$ cat src/rtl/lfsr_uart_streamer.sv
// lfsr_uart_streamer
//   A WIDTH-bit Galois LFSR feeds an 8N1 UART transmitter. Each burst of
//   burst_len_i words is started with a one-cycle start_i pulse. Every word
//   is sent as WIDTH/8 bytes, least significant byte first. The LFSR steps
//   once per word and does not free-run.
//   Optional build macro: PARITY_EN adds an even-parity bit (8E1 frames).
//
// Ports
//   clk_i          system clock, rising edge
//   rst_n_i        asynchronous active-low reset
//   seed_en_i      load seed_i into the LFSR (IDLE only; 0 becomes 1)
//   seed_i         seed value
//   start_i        one-cycle pulse, begin a burst (IDLE only, burst_len_i != 0)
//   burst_len_i    words per burst, sampled with start_i
//   abort_i        stop after the byte currently in flight
//   txd_o          UART serial output, idle high
//   busy_o         high from accepted start until return to IDLE
//   done_o         one-cycle pulse after the last stop bit of a full burst
//   rand_out_o     word currently being transmitted
//   period_flag_o  sticky, LFSR came back to the loaded seed
//
// States
//   IDLE      | waiting for seed load or start
//   LOAD      | step LFSR, capture new word, select byte 0
//   START_BIT | txd low for one bit time
//   DATA      | 8 data bits, LSB first
//   PARITY    | even parity bit (PARITY_EN builds only)
//   STOP_BIT  | txd high for one bit time
//   NEXT      | pick next byte / next word / finish / abort
module lfsr_uart_streamer #(
  parameter int unsigned      WIDTH        = 8,
  parameter logic [WIDTH-1:0] TAPS         = WIDTH'(8'hB8),
  parameter int unsigned      CLKS_PER_BIT = 10416,
  parameter int unsigned      BURST_W      = 8
) (
  input  logic               clk_i,
  input  logic               rst_n_i,
  input  logic               seed_en_i,
  input  logic [WIDTH-1:0]   seed_i,
  input  logic               start_i,
  input  logic [BURST_W-1:0] burst_len_i,
  input  logic               abort_i,
  output logic               txd_o,
  output logic               busy_o,
  output logic               done_o,
  output logic [WIDTH-1:0]   rand_out_o,
  output logic               period_flag_o
);

  localparam int unsigned NBYTES = WIDTH / 8;
  localparam int unsigned BYTE_W = (NBYTES > 1) ? $clog2(NBYTES) : 1;
  localparam int unsigned BAUD_W = $clog2(CLKS_PER_BIT);
  localparam logic [BAUD_W-1:0] BAUD_TC   = BAUD_W'(CLKS_PER_BIT - 1);
  localparam logic [BYTE_W-1:0] LAST_BYTE = BYTE_W'(NBYTES - 1);

  localparam logic [2:0] S_IDLE   = 3'd0;
  localparam logic [2:0] S_LOAD   = 3'd1;
  localparam logic [2:0] S_START  = 3'd2;
  localparam logic [2:0] S_DATA   = 3'd3;
  localparam logic [2:0] S_PARITY = 3'd4;
  localparam logic [2:0] S_STOP   = 3'd5;
  localparam logic [2:0] S_NEXT   = 3'd6;

  logic [2:0]         state_q, state_d;
  logic [WIDTH-1:0]   lfsr_q, lfsr_d;
  logic [WIDTH-1:0]   seed_reg_q, seed_reg_d;
  logic [WIDTH-1:0]   word_q, word_d;
  logic [WIDTH-1:0]   rand_q, rand_d;
  logic [BYTE_W-1:0]  byte_idx_q, byte_idx_d;
  logic [2:0]         bit_q, bit_d;
  logic [BAUD_W-1:0]  baud_q, baud_d;
  logic [BURST_W-1:0] words_q, words_d;
  logic               abort_q, abort_d;
  logic               busy_q, busy_d;
  logic               done_q, done_d;
  logic               period_q, period_d;
  logic               txd_q, txd_d;

  logic [WIDTH-1:0]   lfsr_step;
  logic [WIDTH-1:0]   seed_fix;
  logic [WIDTH-1:0]   word_shift;
  logic [7:0]         cur_byte;
  logic               bit_end;

  assign lfsr_step  = lfsr_q[0] ? ((lfsr_q >> 1) ^ TAPS) : (lfsr_q >> 1);
  assign seed_fix   = (seed_i == '0) ? WIDTH'(1) : seed_i;
  assign word_shift = word_q >> {byte_idx_q, 3'b000};
  assign cur_byte   = word_shift[7:0];
  assign bit_end    = (baud_q == '0);

  // txd is registered from the current state, so the line lags the FSM by
  // one cycle; this gives the two-cycle start-to-start-bit latency and lets
  // reset drive the line high asynchronously.
  always_comb begin
    state_d    = state_q;
    lfsr_d     = lfsr_q;
    seed_reg_d = seed_reg_q;
    word_d     = word_q;
    rand_d     = rand_q;
    byte_idx_d = byte_idx_q;
    bit_d      = bit_q;
    baud_d     = baud_q;
    words_d    = words_q;
    abort_d    = abort_q | (busy_q & abort_i);
    busy_d     = busy_q;
    done_d     = 1'b0;
    period_d   = period_q;
    txd_d      = 1'b1;

    case (state_q)
      S_IDLE: begin
        abort_d = 1'b0;
        if (seed_en_i) begin
          lfsr_d     = seed_fix;
          seed_reg_d = seed_fix;
          period_d   = 1'b0;
        end
        if (start_i && (burst_len_i != '0)) begin
          words_d = burst_len_i;
          busy_d  = 1'b1;
          state_d = S_LOAD;
        end
      end
      S_LOAD: begin
        lfsr_d     = lfsr_step;
        word_d     = lfsr_step;
        rand_d     = lfsr_step;
        byte_idx_d = '0;
        baud_d     = BAUD_TC;
        if (lfsr_step == seed_reg_q) period_d = 1'b1;
        state_d    = S_START;
      end
      S_START: begin
        txd_d = 1'b0;
        if (bit_end) begin
          baud_d  = BAUD_TC;
          bit_d   = 3'd0;
          state_d = S_DATA;
        end else begin
          baud_d = baud_q - 1'b1;
        end
      end
      S_DATA: begin
        txd_d = cur_byte[bit_q];
        if (bit_end) begin
          baud_d = BAUD_TC;
          if (bit_q == 3'd7) begin
`ifdef PARITY_EN
            state_d = S_PARITY;
`else
            state_d = S_STOP;
`endif
          end else begin
            bit_d = bit_q + 3'd1;
          end
        end else begin
          baud_d = baud_q - 1'b1;
        end
      end
`ifdef PARITY_EN
      S_PARITY: begin
        txd_d = ^cur_byte;
        if (bit_end) begin
          baud_d  = BAUD_TC;
          state_d = S_STOP;
        end else begin
          baud_d = baud_q - 1'b1;
        end
      end
`endif
      S_STOP: begin
        if (bit_end) begin
          state_d = S_NEXT;
        end else begin
          baud_d = baud_q - 1'b1;
        end
      end
      S_NEXT: begin
        if (abort_q || abort_i) begin
          busy_d  = 1'b0;
          abort_d = 1'b0;
          state_d = S_IDLE;
        end else if (byte_idx_q != LAST_BYTE) begin
          byte_idx_d = byte_idx_q + 1'b1;
          baud_d     = BAUD_TC;
          state_d    = S_START;
        end else if (words_q > BURST_W'(1)) begin
          words_d = words_q - 1'b1;
          state_d = S_LOAD;
        end else begin
          done_d  = 1'b1;
          busy_d  = 1'b0;
          abort_d = 1'b0;
          state_d = S_IDLE;
        end
      end
      default: begin
        busy_d  = 1'b0;
        abort_d = 1'b0;
        state_d = S_IDLE;
      end
    endcase
  end

  always_ff @(posedge clk_i or negedge rst_n_i) begin
    if (!rst_n_i) begin
      state_q    <= S_IDLE;
      lfsr_q     <= WIDTH'(1);
      seed_reg_q <= WIDTH'(1);
      word_q     <= '0;
      rand_q     <= '0;
      byte_idx_q <= '0;
      bit_q      <= '0;
      baud_q     <= '0;
      words_q    <= '0;
      abort_q    <= 1'b0;
      busy_q     <= 1'b0;
      done_q     <= 1'b0;
      period_q   <= 1'b0;
      txd_q      <= 1'b1;
    end else begin
      state_q    <= state_d;
      lfsr_q     <= lfsr_d;
      seed_reg_q <= seed_reg_d;
      word_q     <= word_d;
      rand_q     <= rand_d;
      byte_idx_q <= byte_idx_d;
      bit_q      <= bit_d;
      baud_q     <= baud_d;
      words_q    <= words_d;
      abort_q    <= abort_d;
      busy_q     <= busy_d;
      done_q     <= done_d;
      period_q   <= period_d;
      txd_q      <= txd_d;
    end
  end

  assign txd_o         = txd_q;
  assign busy_o        = busy_q;
  assign done_o        = done_q;
  assign rand_out_o    = rand_q;
  assign period_flag_o = period_q;

endmodule

$ cat config.mk
export PLATFORM = sky130hd
export DESIGN_NAME = lfsr_uart_streamer
export DESIGN_NICKNAME = d
export VERILOG_FILES = /design/src/rtl/lfsr_uart_streamer.sv
export SDC_FILE = /design/constraint.sdc
export NUM_CORES = 1
export LEC_CHECK = 0
export ABC_CLOCK_PERIOD_IN_PS = 4400
export BUFFER_PORTS_ARGS = -buffer_cell sky130_fd_sc_hd__buf_2
export CAP_MARGIN = 20
export CORE_ASPECT_RATIO = 0.9
export CORE_MARGIN = 1.5
export CORE_UTILIZATION = 53
export CTS_CLUSTER_DIAMETER = 30
export DETAILED_ROUTE_END_ITERATION = 8
export PLACE_DENSITY = 0.77
export SLEW_MARGIN = 0
export SYNTH_ARGS = -nofsm -noshare
export SYNTH_HDL_FRONTEND = slang
export SYNTH_SLANG_ARGS = --single-unit
$ cat constraint.sdc
create_clock -name clk_i -period 4.4 [get_ports clk_i]
set_clock_uncertainty 0.2 [all_clocks]
set_input_delay 0.44 -clock clk_i [delete_from_list [all_inputs] [get_ports clk_i]]
set_output_delay 0.44 -clock clk_i [all_outputs]
set_load 0.01 [all_outputs]
**Yosys cells after proc, flatten, opt, wreduce, memory -nomap -nowiden**

Cells that the tools add are included.
Widths: inputs -> output; s select.

- Logic and storage cells: 117
- Input port bits: 21
- Flip-flop bits (word level): 58

- Shift-type cells: 1
- Bitwise logic cells: 4
- Multiplexer cells: 49
- Reduce and logical (&&, ||, !) cells: 22
- Add/sub/neg operators: 4
- Order comparisons: 2
- Eq/ne operators: 22

Operators with widths:

| cell | number |
|---|---|
| $mux 14 | 4 |
| $mux 8 | 7 |
| $pmux 14 s4 | 1 |
| $pmux 8 s2 | 2 |
| $ne 2x2->1 const B | 13 |
| $mux 3 | 8 |
| $pmux 3 s6 | 1 |
| $mux 1 | 17 |
| $logic_not 14->1 | 1 |
| $sub 14x1->14 const B | 1 |
| $reduce_and 4->1 | 3 |
| $reduce_and 5->1 | 2 |
| $eq 3x3->1 const B | 3 |
| $eq 8x8->1 | 1 |
| $gt 8x1->1 const B | 1 |
| $logic_not 8->1 | 1 |
| $pmux 1 s2 | 4 |
| $reduce_bool 2->1 | 4 |
| $reduce_bool 8->1 | 1 |
| $shr 8x4->8 | 1 |
| $sub 8x1->8 const B | 1 |
| $eq 3x2->1 const B | 2 |
| $ne 3x3->1 const B | 2 |
| $pmux 3 s2 | 1 |
| other kinds (19) | 22 |

**Longest topological paths before layout**

Gate-level depths: netlist of run 1.

- Depth in word-level cells: 6
- Mapped depth: 8
- Depth with buffers taken out: 6

**Least setup slack after synthesis of run 1**

No wires, ideal clock.

- Path kind: input-to-reg
- From: input burst_len_i[6]
- To: register words_q[6]
- Arrival time: 1.750 ns
- Cell stages on the path: 4
- Setup slack: 2.324 ns
- Buffers on the path: 0
- Required time: 4.074 ns
- Path through: or4_1 > o2111a_1 > o2bb2ai_1 > a221o_1

- Cells in the longest elaborated chain, start to end: 4

Ends and longest elaborated chain:

| item | RTL line | text |
|---|---|---|
| from (decl) | 41 | `input logic [BURST_W-1:0] burst_len_i,` |
| $reduce_bool 8->1 | 118 | `if (start_i && (burst_len_i != '0)) begin` |
| $logic_and 1x1->1 | 118 |  |
| $ne 2x2->1 (no line) | - |  |
| $reduce_and 5->1 (no line) | - |  |
| to (signal assigned) | 230 | `words_q <= words_d;` |
| to (decl) | 72 | `logic [BURST_W-1:0] words_q, words_d;` |

Parallel ways exist; a longest one is shown, timed or not. The select of a mux whose other input is x is not followed.
A chain may end at the register's enable or synchronous reset.

**Final worst setup path of run 1**

- From: register state_q[0]
- To: register lfsr_q[5]

- Cells in the longest elaborated chain, start to end: 3

Ends and longest elaborated chain:

| item | RTL line | text |
|---|---|---|
| from (decl) | 64 | `logic [2:0] state_q, state_d;` |
| from (signal assigned) | 222 | `state_q <= state_d;` |
| $eq 3x1->1 or $logic_not 3->1 (tied branches) | 110 | `case (state_q)` |
| $reduce_bool 2->1 (no line) or $ne 2x2->1 (tied branches) | - |  |
| $reduce_and 2->1 (no line) | - |  |
| to (signal assigned) | 223 | `lfsr_q <= lfsr_d;` |
| to (decl) | 65 | `logic [WIDTH-1:0] lfsr_q, lfsr_d;` |

Parallel ways exist; a longest one is shown, timed or not.

==> results.md, run 1 <==
- Most frequent cell after synthesis: dfrtp_1
- Iteration count of the initial detailed-routing pass: 7
- Final #Nets: between 300 and 400
- Final period util: 57.48%
- Synth warnings: 0
- Syn avg cell area: between 9 and 10 um2
- Placed Cells: around 420
- Synth area leaders: dfrtp_1, nand2_1, mux2_2
- Die span in y: between 70 and 80 um
- Synth Register Bits: 57
- Clock sink count: 57
- Reg2reg start: state_q[0]$_DFFE_PN0P_
- Root Driver: clkbuf_8
- FILL cells: between 400 and 500
- Layout Cells excl Fill: between 400 and 500
- Startpoint types: flop
- CTS clk-pin slew, worst paths: ~70 ps
- Post-synthesis mux area share: 5.079%
- Initial core utilization: 56.16%
- Final min period: 2529 ps
- Area share of fa/ha/maj cells after synthesis: around 2.3%
- Worst-margin pin slew: approximately 950 ps
- Skew-Pair Late Insertion Delay: between 300 and 400 ps
- Post-synth top area share: 41.55%
- Sequential area share after synthesis: 43.98%
- First DRT Iteration DRCs: between 200 and 250
- RePlAce Congestion: approximately 0.89
- VDD IR max: just under 300 uV
- Run status: complete, but fails checks
- Final number of max-transition violations: 0
- DP Wirelength: 5120 um
- Synth top cells by count: dfrtp_1, nand2_1, nor2_1
- EDFF count, synth: 0
- Port buffer count: 32
- Post-synth top area cell: dfrtp_1
- Worst EP arrival: ~2500 ps
- Die area: about 0.0066 mm2
- MaxCap Viol Count: 0
- CTS H-tree depth: 3
- Setup TNS: 0 ps
- CTS tree: yes
- Critical path type: flop to flop
- P&R area growth vs syn: 12.27%
- Layout cell share with drive strength beyond 1: around a fifth
- Row count: 26
- Area occupied by multi-input gates: approximately 0.0017 mm2
- Worst Path Max Fanout: 17
- Post-DRT Antenna Nets: 0
- Failing checks: design-rule violations
- Fmax achieved: 395.4 MHz
- Largest net degree at the start of global routing: between 50 and 60
- Resized Gates After CTS: 0
- Mapped cell area: 0.003252 mm2
- Total core area: 0.005791 mm2
- Clock tree buffer depth: 2
- Setup crit end kind: flop
- Post-CTS setup buffers: 0
- DRC Markers: 4
- CTS Hold Bufs: 0
- Post-synth ARST share: 100.0%
- Vias in the first global route: roughly 2500
- WL final: slightly above 7000 um
- R2R depth: 4
- Slew HR: a little over a third
- Vias per inst: roughly 6.3
- Leakage: approximately 1.6 nW
- Avg WL per Cell: approximately 17 um
- Total gr overflow: 0
- Tightest Hold Check Type: input pin to asynchronous set/reset pin
- Vias: roughly 2700
- First-pass GRT wire length: approximately 12000 um
- Initial antenna violation count: 0
- Synth unique cells: 66
- PwrDens: around 540 mW/mm2
- All-Layer GR Usage: 23.21%
- CP startpoint: state_q[0]$_DFFE_PN0P_
- RSZ-0062 raised after global routing: false
- Die Wd: 85.57 um
- Cells after synthesis: approximately 330
- Final Hold Vio Count: 0
- Post-Synth Simple-Gate Area: roughly a quarter
- N_diodes: 0
- Main combinational cell family by area after synthesis: simple AND/OR/NAND/NOR gates
- CTS buffer count: 9
- Storage element area: around 0.0014 mm2
- Dominant synthesized flop cell: dfrtp_1
- IO Pins: 33
- Syn_nets: about 360
- Compound-Gate Fraction of Synth Area: between 10% and 20%
- Final setup violation count: 0
- Post-Synth XOR/XNOR Area: under 10%
- Req. time, crit path: 4410 ps
==> where the power goes <==
group / total, mW / switching [mW] / internal (mW)
sequential: 0.924 / 0.227 / 0.698
clock: 0.521 / 0.214 / 0.307
combinational: 0.536 / 0.264 / 0.272
total: 1.98 / 0.705 / 1.28
==> metrics by stage <==
stage	instance area [um2]	hold WS, ps	utilization, %	setup WS (ps)	total power, mW
finish	3651	40.51	63.05	1871	1.981
CTS	3651	71.86	63.05	1887	1.983
global placement	3436	272.2	59.33	1977	1.425
detailed placement	3436	289.8	59.33	1942	1.457
global route	3651	117.8	63.05	1621	2.101
floorplan	3252	-55.59	-	2324	1.286
==> layer usage <==
layer	wire length, um	track usage [%]	up-vias
met2	3344	34.41	97
met5	0	0	-
met4	53	6.613	0
li1	-	-	1294
met1	3446	34.45	1327
met3	432	4.629	8
==> registers in the layout, summed over array words and instances (netlist names) <==
name and cells:
done_o 1, period_flag_o 1, seed_reg_q 8, abort_q 1, lfsr_q 8, txd_o 1, busy_o 1, baud_q 14
bit_q 3, state_q 3, rand_out_o 8, words_q 8
==> layout by cell type, fill, tap and decap left out, types with 9 or more instances in the layout <==
cell type	Yosys	final
inv_1	11	11
clkbuf_8	0	12
o31ai_1	9	9
nand2_1	34	34
buf_2	5	32
o21ai_0	12	12
nand3_1	10	10
dfrtp_1	54	54
nor2_1	24	24
a21oi_1	10	10
or4_1	11	11
==> worst max-delay path, cell delays in order, from the launching register on <==
cell and delay, ps:
dfrtp_1 640, nand2b_1 160, nor2_1 750, nor2_1 290, a221o_1 370
==> kinds of logic after synthesis <==
| kind of cell | Yosys count |
|---|---|
| simple gates | 135 |
| compound gates | 80 |
| flops | 57 |
| buf+inv | 27 |
| mux | 13 |
| xor+xnor | 11 |
| fa+ha+maj | 6 |
==> final timing paths <==
| kind | slack (ps) | end |
|---|---|---|
| max | 1870 | lfsr_q[5]$_DFFE_PN0P_ |
| min | 40 | done_o$_DFF_PN0_ |
| min in group clk_i | 110 | done_o$_DFF_PN0_ |
| min reg2reg | 300 | rand_out_o[3]$_DFFE_PN0P_ |
| max in group asynchronous | 3500 | rand_out_o[3]$_DFFE_PN0P_ |
| max reg2reg | 1870 | lfsr_q[5]$_DFFE_PN0P_ |
==> layout make-up <==
class | count | area share (%)
clock buffer | 12 | 4.524
multi-input combinational | 245 | 46.81
inverter | 11 | 1.131
clock inverter | 4 | 1.371
tap | 70 | 2.399
sequential | 57 | 39.17
timing repair buffer | 33 | 4.592
No activity file was read; power rests on OpenSTA's default activity.
==> inputs of run 2 (changes only) <==
--- a/config.mk
+++ b/config.mk
@@ -5,7 +5,7 @@
 export SDC_FILE = /design/constraint.sdc
 export NUM_CORES = 1
 export LEC_CHECK = 0
-export ABC_CLOCK_PERIOD_IN_PS = 4400
+export ABC_CLOCK_PERIOD_IN_PS = 2200
 export BUFFER_PORTS_ARGS = -buffer_cell sky130_fd_sc_hd__buf_2
 export CAP_MARGIN = 20
 export CORE_ASPECT_RATIO = 0.9
@@ -13,7 +13,7 @@
 export CORE_UTILIZATION = 53
 export CTS_CLUSTER_DIAMETER = 30
 export DETAILED_ROUTE_END_ITERATION = 8
-export PLACE_DENSITY = 0.77
+export PLACE_DENSITY = 0.8
 export SLEW_MARGIN = 0
 export SYNTH_ARGS = -nofsm -noshare
 export SYNTH_HDL_FRONTEND = slang
==> constraint.sdc (replaced) <==
create_clock -name clk_i -period 2.2 [get_ports clk_i]
set_clock_uncertainty 0.2 [all_clocks]
set_input_delay 0.22 -clock clk_i [delete_from_list [all_inputs] [get_ports clk_i]]
set_output_delay 0.22 -clock clk_i [all_outputs]
set_load 0.01 [all_outputs]
==> results.md, run 2 (synthesized netlist as in run 1, its figures left out) <==
- Vias in the first global route: 2741 (+9.8%)
- Buffers and inverters on the worst path: 2 (+2)
- Final Hold Vio Count: 0 (unchanged)
- Port buffer count: 32 (unchanged)
- CP startpoint: burst_len_i[4]
- Hold Path Origin: seed_i[0]
- Die area: 0.006615 mm2 (unchanged)
- Clock tree buffer depth: 2 (unchanged)
- Iteration count of the initial detailed-routing pass: 7 (unchanged)
- Leakage: 1.738 nW (+8.9%)
- Die Wd: 85.57 um (unchanged)
- VDD IR max: 608.6 uV (+110%)
- Hold slack: 29.00 ps (-11.50 ps)
- Max reg flops: 14 (unchanged)
- RePlAce Congestion: 0.9162 (+3.3%)
- Critical path, cell by cell: dlygate4sd3_1, buf_2, or4_4, o2111a_2, o2bb2ai_1, a221o_1
- Delay-heaviest family, CP: compound AO/OA/AOI/OAI gates
- IO Pins: 33 (unchanged)
- Final setup violation count: 0 (unchanged)
- Failing checks: design-rule violations
- Setup TNS: 0 ps (unchanged)
- Most common cell after layout, fill and taps aside: dfrtp_1
- Final period util: a little over nine tenths
- Slew HR: 65.19% (+29 points)
- Initial core utilization: 56.16% (unchanged)
- Initial antenna violation count: 0 (unchanged)
- Post-DRT Antenna Nets: 0 (unchanged)
- Slowest stage cell, crit path: dlygate4sd3_1
- WL final: 7679 um (+5.5%)
- Req. time, crit path: 2230 ps (-2180 ps)
- Tightest Hold Check Type: input pin to flop
- Critical path type: input pin to flop
- All-Layer GR Usage: 25.25% (+2.0 points)
- Skew-Pair Late Insertion Delay: 340 ps (about the same)
- DRC Markers: 4 (unchanged)
- DP Area: 0.003551 mm2 (+3.4%)
- Root Driver: clkbuf_8
- Commonest cells after routing, fill and taps aside: dfrtp_1, nand2_1, buf_2
- Layout cell share with drive strength beyond 1: 24.61% (+3.6 points)
- PwrDens: 1069 mW/mm2 (+97%)
- Worst EP arrival: 2170 ps (-370 ps)
- CTS buffer count: 9 (unchanged)
- Worst-margin pin slew: 520.2 ps (-433.9 ps)
- Net Switching: 1.440 mW (+100%)
- Gate power share: 28.2% (+1.2 points)
- Vias: 2867 (+5.2%)
- Post-CTS setup buffers: 0 (unchanged)
- Final min period: between 2000 and 2500 ps
- CP max stage delay: 530 ps (-220 ps)
- Post-route design area: 0.003941 mm2 (+8.0%)
- DP Wirelength: 5309 um (+3.7%)
- Clock sink count: 57 (unchanged)
- Avg WL per Cell: 16.84 um (about the same)
- Vias per inst: 6.287 (-0.36%)
- Final #Nets: 408 (+6.3%)
- Reg2reg start: baud_q[1]$_DFFE_PN0P_
- Startpoint types: input pin
- MaxCap Viol Count: 0 (unchanged)
- Total gr overflow: 0 (unchanged)
- Fmax achieved: around 470 MHz
- Setup crit end kind: flop
- CTS H-tree depth: 3 (unchanged)
- Seq pwr share: 43.1% (-3.5 points)
- N_diodes: 0 (unchanged)
- Run status: complete, but fails checks
- RSZ-0062 raised after global routing: false
- Row count: 26 (unchanged)
- First-pass GRT wire length: 13090 um (+7.3%)
- CTS clk-pin slew, worst paths: 70 ps (about the same)
- Largest register by flop count: baud_q
- Final number of max-transition violations: 0 (unchanged)
- Total core area: 0.005791 mm2 (unchanged)
- First DRT Iteration DRCs: 196 (-6.2%)
- Worst Path Max Fanout: 7 (-10)
- Die span in y: 77.31 um (unchanged)
- Clock share of power: 28.7% (+2.4 points)
- P_int: 2.772 mW (+120%)
- P&R area growth vs syn: 21.20%
- Largest net degree at the start of global routing: 58 (unchanged)
- Sw Ratio: 34.20% (-1.4 points)
- CTS tree: yes
==> run 2: changes by cell type in the layout (fill, tap and decap cells not counted), moves of 2 or more <==
cell and delta:
buf_4 +10, dlygate4sd3_1 +12, dfrtp_2 +2, bufinv_16 +2, buf_12 +2, clkinv_2 +2
dfrtp_1 -2, clkbuf_8 -2, clkinvlp_4 -2
==> run 2: path summary, 6_finish.rpt <==
| path | endpoint | slack (ps) | cells past startpoint |
|---|---|---|---|
| setup / recovery | words_q[6]$_DFFE_PN0P_ | 60 | 6 |
| hold / removal | lfsr_q[0]$_DFFE_PN1P_ | 30 | 3 |
| setup reg to reg | baud_q[9]$_DFFE_PN0P_ | 70 | 7 |
| hold reg to reg | done_o$_DFF_PN0_ | 280 | 1 |
| max in group asynchronous | lfsr_q[0]$_DFFE_PN1P_ | 1280 | 3 |
| min in group asynchronous | baud_q[5]$_DFFE_PN0P_ | 200 | 3 |
==> run 2: per-stage QoR <==
| stage | power (mW) | worst slack [ps] | cells | util, % |
|---|---|---|---|---|
| after CTS | 4.202 | 19.33 | 456 | 67.59 |
| after floorplan | 2.572 | 218.5 | 329 | - |
| after global placement | 2.881 | 143.3 | 428 | 61.32 |
| after detailed placement | 2.964 | 49.18 | 428 | 61.32 |
| final | 4.212 | 64.58 | 456 | 68.06 |
| after global routing | 4.466 | 2.141 | 456 | 68.06 |
==> run 2: cell type report <==
cell class / instances / area [um2]
clock buffers: 10 / 137.6
clock inverters: 6 / 105.1
fillers: 473 / 1849
inverters: 11 / 41.29
multi-input cells: 245 / 1734
flip-flops and latches: 57 / 1433
well taps: 70 / 87.58
repair buffers: 57 / 402.9
==> run 2: metal layers <==
layer  track usage [%]  vias to the layer above  routed length (um)
met1             33.78                     1407                3406
met4             10.48                        0                 159
li1                  -                     1344                   -
met3             6.351                       16                 448
met5                 0                        -                   0
met2             39.06                      100                3665
==> run 2: worst register-to-register path: stages, from the launching register on <==
cell     delay, ps
dfrtp_1        420
inv_1           90
ha_1           180
nor3b_2        180
and4_1         150
buf_4          180
or4_1          500
a21oi_2        160
==> run 2: repair_timing <==
action | 4_1_cts | 5_1_grt
endpoints found under the setup margin | 0 | 16
gates resized for setup | 0 | 8
hold buffers | 12 | 0
endpoints found under the hold margin | 74 | 0
==> run 2: power groups by stage <==
stage	logic (mW)	registers (mW)	clock network [mW]
after global routing	1.32	1.87	1.27
after detailed placement	1.15	1.81	0
after floorplan	0.859	1.71	0
final	1.19	1.81	1.21
after global placement	1.08	1.80	0
after CTS	1.17	1.80	1.23
